$ cat src/rtl/cla_addsub_pipe.sv
// Pipelined two-level carry-lookahead adder/subtractor with a valid/ready stream interface.
// The whole pipe advances together, or holds when the result at the output is not taken.
module cla_addsub_pipe #(
    parameter int WIDTH  = 32,
    parameter int GROUP  = 4,
    parameter int STAGES = 2,
    parameter int TAG_W  = 4
) (
    input  logic             clk,
    input  logic             rst_n,
    input  logic             in_valid,
    output logic             in_ready,
    input  logic [WIDTH-1:0] a,
    input  logic [WIDTH-1:0] b,
    input  logic             sub,
    input  logic             c_in,
    input  logic [TAG_W-1:0] tag,
    output logic             out_valid,
    input  logic             out_ready,
    output logic [WIDTH-1:0] s,
    output logic             c_out,
    output logic             ovf,
    output logic             zero,
    output logic [TAG_W-1:0] out_tag
);
    localparam int NG = WIDTH / GROUP;

    generate
        if (WIDTH % GROUP != 0) begin : g_bad_width
            $error("cla_addsub_pipe: WIDTH must be a multiple of GROUP");
        end
        if (GROUP != 2 && GROUP != 4 && GROUP != 8) begin : g_bad_group
            $error("cla_addsub_pipe: GROUP must be 2, 4 or 8");
        end
        if (STAGES < 1 || STAGES > 3) begin : g_bad_stages
            $error("cla_addsub_pipe: STAGES must be 1..3");
        end
    endgenerate

    logic adv;
    assign adv      = ~(out_valid & ~out_ready);
    assign in_ready = adv;

    logic [WIDTH-1:0] b_eff;
    logic             cin_eff;
    assign b_eff   = sub ? ~b : b;
    assign cin_eff = sub | c_in;

    // Operand stage: present only when STAGES >= 2
    logic             op_valid;
    logic [WIDTH-1:0] op_a, op_b;
    logic             op_c;
    logic [TAG_W-1:0] op_tag;

    generate
        if (STAGES >= 2) begin : g_op_reg
            always_ff @(posedge clk) begin
                // NOTE: sequential state is written with non-blocking assignments only.
                if (!rst_n)   op_valid <= 1'b0;
                else if (adv) op_valid <= in_valid;
            end
            // NOTE: datapath registers carry no reset; the valid bit alone qualifies them.
            always_ff @(posedge clk) begin
                if (adv) begin
                    op_a   <= a;
                    op_b   <= b_eff;
                    op_c   <= cin_eff;
                    op_tag <= tag;
                end
            end
        end else begin : g_op_comb
            assign op_valid = in_valid;
            assign op_a     = a;
            assign op_b     = b_eff;
            assign op_c     = cin_eff;
            assign op_tag   = tag;
        end
    endgenerate

    logic [WIDTH-1:0] bit_g, bit_p;
    logic [NG-1:0]    grp_g, grp_p;
    logic [NG:0]      grp_c;

    always_comb begin
        // NOTE: every combinational output gets a default first so no latch is inferred.
        bit_g = op_a & op_b;
        bit_p = op_a ^ op_b;
        grp_g = '0;
        grp_p = '0;
        grp_c = '0;
        for (int j = 0; j < NG; j++) begin
            logic gg, pp;
            gg = 1'b0;
            pp = 1'b1;
            for (int k = 0; k < GROUP; k++) begin
                gg = bit_g[j*GROUP+k] | (bit_p[j*GROUP+k] & gg);
                pp = pp & bit_p[j*GROUP+k];
            end
            grp_g[j] = gg;
            grp_p[j] = pp;
        end
        // Second level: each group carry is a flat sum of generate/propagate products
        grp_c[0] = op_c;
        for (int j = 0; j < NG; j++) begin
            logic acc, prod;
            acc  = 1'b0;
            prod = 1'b1;
            for (int m = j; m >= 0; m--) begin
                acc  = acc | (grp_g[m] & prod);
                prod = prod & grp_p[m];
            end
            grp_c[j+1] = acc | (prod & op_c);
        end
    end

    // Carry stage: present only when STAGES == 3
    logic             cg_valid;
    logic [WIDTH-1:0] cg_g, cg_p;
    logic [NG:0]      cg_c;
    logic [TAG_W-1:0] cg_tag;

    generate
        if (STAGES == 3) begin : g_cg_reg
            always_ff @(posedge clk) begin
                if (!rst_n)   cg_valid <= 1'b0;
                else if (adv) cg_valid <= op_valid;
            end
            always_ff @(posedge clk) begin
                if (adv) begin
                    cg_g   <= bit_g;
                    cg_p   <= bit_p;
                    cg_c   <= grp_c;
                    cg_tag <= op_tag;
                end
            end
        end else begin : g_cg_comb
            assign cg_valid = op_valid;
            assign cg_g     = bit_g;
            assign cg_p     = bit_p;
            assign cg_c     = grp_c;
            assign cg_tag   = op_tag;
        end
    endgenerate

    logic [WIDTH-1:0] bit_c, sum;
    always_comb begin
        bit_c = '0;
        for (int j = 0; j < NG; j++) begin
            logic c;
            c = cg_c[j];
            for (int k = 0; k < GROUP; k++) begin
                bit_c[j*GROUP+k] = c;
                c = cg_g[j*GROUP+k] | (cg_p[j*GROUP+k] & c);
            end
        end
        sum = cg_p ^ bit_c;
    end

    // Result register; data only updates on a valid op so it holds across bubbles
    always_ff @(posedge clk) begin
        if (!rst_n) begin
            out_valid <= 1'b0;
            s         <= '0;
            c_out     <= 1'b0;
            ovf       <= 1'b0;
            zero      <= 1'b0;
            out_tag   <= '0;
        end else if (adv) begin
            out_valid <= cg_valid;
            if (cg_valid) begin
                s       <= sum;
                c_out   <= cg_c[NG];
                ovf     <= bit_c[WIDTH-1] ^ cg_c[NG];
                zero    <= ~|sum;
                out_tag <= cg_tag;
            end
        end
    end
endmodule

$ cat config.mk
export PLATFORM = sky130hd
export DESIGN_NAME = cla_addsub_pipe
export DESIGN_NICKNAME = d
export VERILOG_FILES = /design/src/rtl/cla_addsub_pipe.sv
export SDC_FILE = /design/constraint.sdc
export NUM_CORES = 1
export LEC_CHECK = 0
export ABC_AREA = 1
export CAP_MARGIN = 20
export CORE_ASPECT_RATIO = 0.7
export CORE_MARGIN = 10
export CORE_UTILIZATION = 40
export DETAILED_ROUTE_END_ITERATION = 16
export PLACE_DENSITY = 0.65
export SLEW_MARGIN = 5
export SYNTH_ARGS = -nofsm -noshare
export SYNTH_HDL_FRONTEND = slang
export SYNTH_SLANG_ARGS = --single-unit
$ cat constraint.sdc
create_clock -name clk -period 8.75 [get_ports clk]
set_input_delay 1.3125 -clock clk [delete_from_list [all_inputs] [get_ports clk]]
set_output_delay 1.3125 -clock clk [all_outputs]
set_load 0.05 [all_outputs]
==> impl_metrics.csv <==
group,metric,value,unit
synth,avgSynthCellArea,11.4,um^2
placed_design,dpl_worst_slack,3.79,ns
cts,cts_hold_buf,0,
power_and_ir_drop,power_density,204,mW/mm^2
global_route,grt_pass1_vias,3816,
critical_path,cpPeakStageDelay,0.96,ns
critical_path,r2r_slack,4.82,ns
die,rows,35,
status,outcome,"finished, final reports clean",
cts,post_cts_buffers,0,
timing,worst_pin_slew,1.03,ns
timing,clock_skew,0.00838,ns
final_layout,drive_above_1_share,6.48,%
synth,yosys_register_bits,110,
power_and_ir_drop,vdd_drop_max,0.105,mV
critical_path,critPathLaunchType,"input pin",
cts,cts_buffer_depth,2,
die,ios,115,
timing,layout_setup_ws,3.84,ns
job,max_cap_violations,0,
worst_hold_path,hp-class,"reg -> reg",
die,die_w,158,um
power_and_ir_drop,switchingPower,0.454,mW
die,dieArea,0.0185,mm^2
routing,via_per_inst,4.77,
critical_path,critPathTopFamily,"buffers and inverters",
cts,numClockSinks,110,
cts,cts_root_buffer,"clkbuf_16",
die,die_h,117,um
routing,firstDrtPassIters,4,
synth,ys_types,31,
final_layout,area_delta_synth_final,30.0,%
timing,layout_min_cycle_time,4.91,ns
cts,clkTransAtPathRegs,0.08,ns
critical_path,worstSetupPathType,"in -> out",
synth,synth_most_common_cell,"edfxtp_1",
timing,setup_viol,0,
placed_design,dp_cells,736,
timing,fin_crit_sh,56.1,%
placed_design,hpwlAfterDp,9670,um
synth,synth_edf_count,69,
critical_path,critPathRequiredTime,7.44,ns
routing,drt_wl_total,12600,um
routing,wl_per_cell,16.8,um
synth,yosysWarnings,0,
synth,yosys-top-cells-area,"edfxtp_1 (39%), dfxtp_1 (15%), fa_1 (9.0%)",
critical_path,crit_chain,"clkdlybuf4s50_1, nor2_1, inv_2, buf_4, clkdlybuf4s50_1",
cts,cts_made_buffers,9,
die,coreArea,0.0131,mm^2
synth,yosys_most_used_dff,"edfxtp_1",
cts,cts_resized,0,
critical_path,critPathMaxFanout,71,
timing,fin_setup_tns,0,ns
timing,slew_viol_final,0,
routing,drc,0,
final_layout,diodes,0,
global_route,grt_first_pass_wirelength,20000,um
power_and_ir_drop,pwr-share-seq,44.8,%
die,start_util,40.7,%
global_route,grt_start_max_net_pins,72,
cts,clk_latency,0.34,ns
critical_path,crit_top_cell,"clkdlybuf4s50_1",
final_layout,final_nets,711,
power_and_ir_drop,p_leak,2.87,nW
placed_design,routabilityCongestion,0.821,
critical_path,arrival,3.60,ns
critical_path,cp-end-kind,"output pin",
placed_design,port_buffers,114,
critical_path,critPathSlowestCell,"clkdlybuf4s50_1",
synth,ys_top_cells_by_count,"edfxtp_1 (69), inv_1 (53), nand2_1 (42)",
power_and_ir_drop,p_int,0.966,mW
routing,via_count,3587,
synth,synthCells,469,
timing,fmax,0.204,GHz
synth,synth_largest_area_cell,"edfxtp_1",
global_route,grt_usage,14.1,%
final_layout,final_cells,752,
cts,htree_levels,3,
synth,yosysSeqAreaShare,54.1,%
global_route,antenna_found_initial,0,
cts,tritoncts,"yes",
power_and_ir_drop,clockPowerShare,28.7,%
critical_path,crit_buf_inv,4,
timing,rsz0062_at_grt,"false",
synth,netlist.area_leader.share,38.8,%
timing,hold_viol_final,0,
power_and_ir_drop,share_comb_of_total_power,26.5,%
timing,timing.slew.headroom,31.5,%
global_route,overflow,0,
synth,synthArstFlopShare,0,%
routing,ant_nets,0,
routing,first_iter_violations,181,
final_layout,fin_util,52.9,%
synth,netlist_area,0.00535,mm^2
synth,syn-num-nets,599,
power_and_ir_drop,switching_share,32.0,%
final_layout,fill_cells,1142,
-- layout by cell type (no fill, tap or decap), types with 3 or more instances in the layout --
| cell type | n |
|---|---|
| nand2_2 | 4 |
| nor2_1 | 30 |
| fa_1 | 24 |
| nand3_1 | 9 |
| xor2_1 | 35 |
| clkbuf_16 | 10 |
| inv_1 | 52 |
| ha_1 | 32 |
| a21oi_1 | 36 |
| nand2_1 | 42 |
| o21ai_1 | 3 |
| clkdlybuf4s50_1 | 113 |
| dfxtp_1 | 41 |
| o21ai_0 | 36 |
| nor2_2 | 3 |
| nand3_2 | 5 |
| buf_4 | 3 |
| inv_6 | 3 |
| edfxtp_1 | 69 |
| nand4_1 | 10 |
| xnor2_1 | 5 |
-- worst paths after layout --
check,start,end,cells after the start
hold reg to reg,cg_tag[1],out_tag[1],2
setup reg to reg,op_a[11],zero,20
setup / recovery,out_ready,in_ready,5
hold / removal,cg_tag[1],out_tag[1],2
-- final cells by class --
cell class                 instances  area [um^2]  share of cell area [%]
clock buffer                      10          250                    3.60
clock inverter                     6         46.3                   0.666
inverter                          54          203                    2.92
multi-input combinational        289         2190                    31.5
sequential                       110         2890                    41.6
tap                              166          208                    2.99
timing repair buffer             117         1160                    16.7
-- kinds of logic after synthesis --
| logic type | after synthesis | synth area share, % |
|---|---|---|
| and+or+nand+nor | 110 | 9.69 |
| DFF | 110 | 54.1 |
| AOI/OAI and AO/OA | 83 | 8.14 |
| buffers and inverters | 70 | 5.03 |
| adders and majority gates | 56 | 16.5 |
| xor gates and xnor gates | 40 | 6.55 |
-- layer usage --
metal | GRT usage, % | wire (um) | vias up
met4 | 3.57 | 138 | 0
met5 | 0 | 0 | -
met2 | 21.4 | 5460 | 104
li1 | - | - | 1803
met3 | 4.89 | 960 | 9
met1 | 18.8 | 6040 | 1671
-- registers in the layout, summed over array words and instances, names as in the netlist --
| signal | cells |
|---|---|
| ovf | 1 |
| out_tag | 4 |
| out_valid | 1 |
| zero | 1 |
| op_a | 32 |
| cg_valid | 1 |
| s | 32 |
| c_out | 1 |
| cg_tag | 4 |
| op_c | 1 |
| op_b | 32 |
-- power by group through the flow --
stage | sequential [mW] | combinational [mW] | clock, mW
2_1_floorplan | 0.702 | 0.181 | 0
3_3_place_gp | 0.646 | 0.371 | 0
3_5_place_dp | 0.648 | 0.380 | 0
4_1_cts | 0.637 | 0.382 | 0.418
5_1_grt | 0.643 | 0.424 | 0.438
6_report | 0.636 | 0.376 | 0.408
-- per-stage QoR --
step                power, mW  hold WS (ns)  instance area (um^2)
finish                   1.42         0.481                  6950
global route             1.50         0.500                  6950
CTS                      1.44         0.478                  6950
detailed placement       1.03         0.458                  6650
global placement         1.02         0.451                  6650
floorplan               0.883         0.447                  5350
-- worst min-delay path: stages (launching register included) --
cell	delay, ns
edfxtp_1	0.33
nor2_1	0.04
nor2_1	0.08
Note: power is estimated with default switching activity, not from simulation.
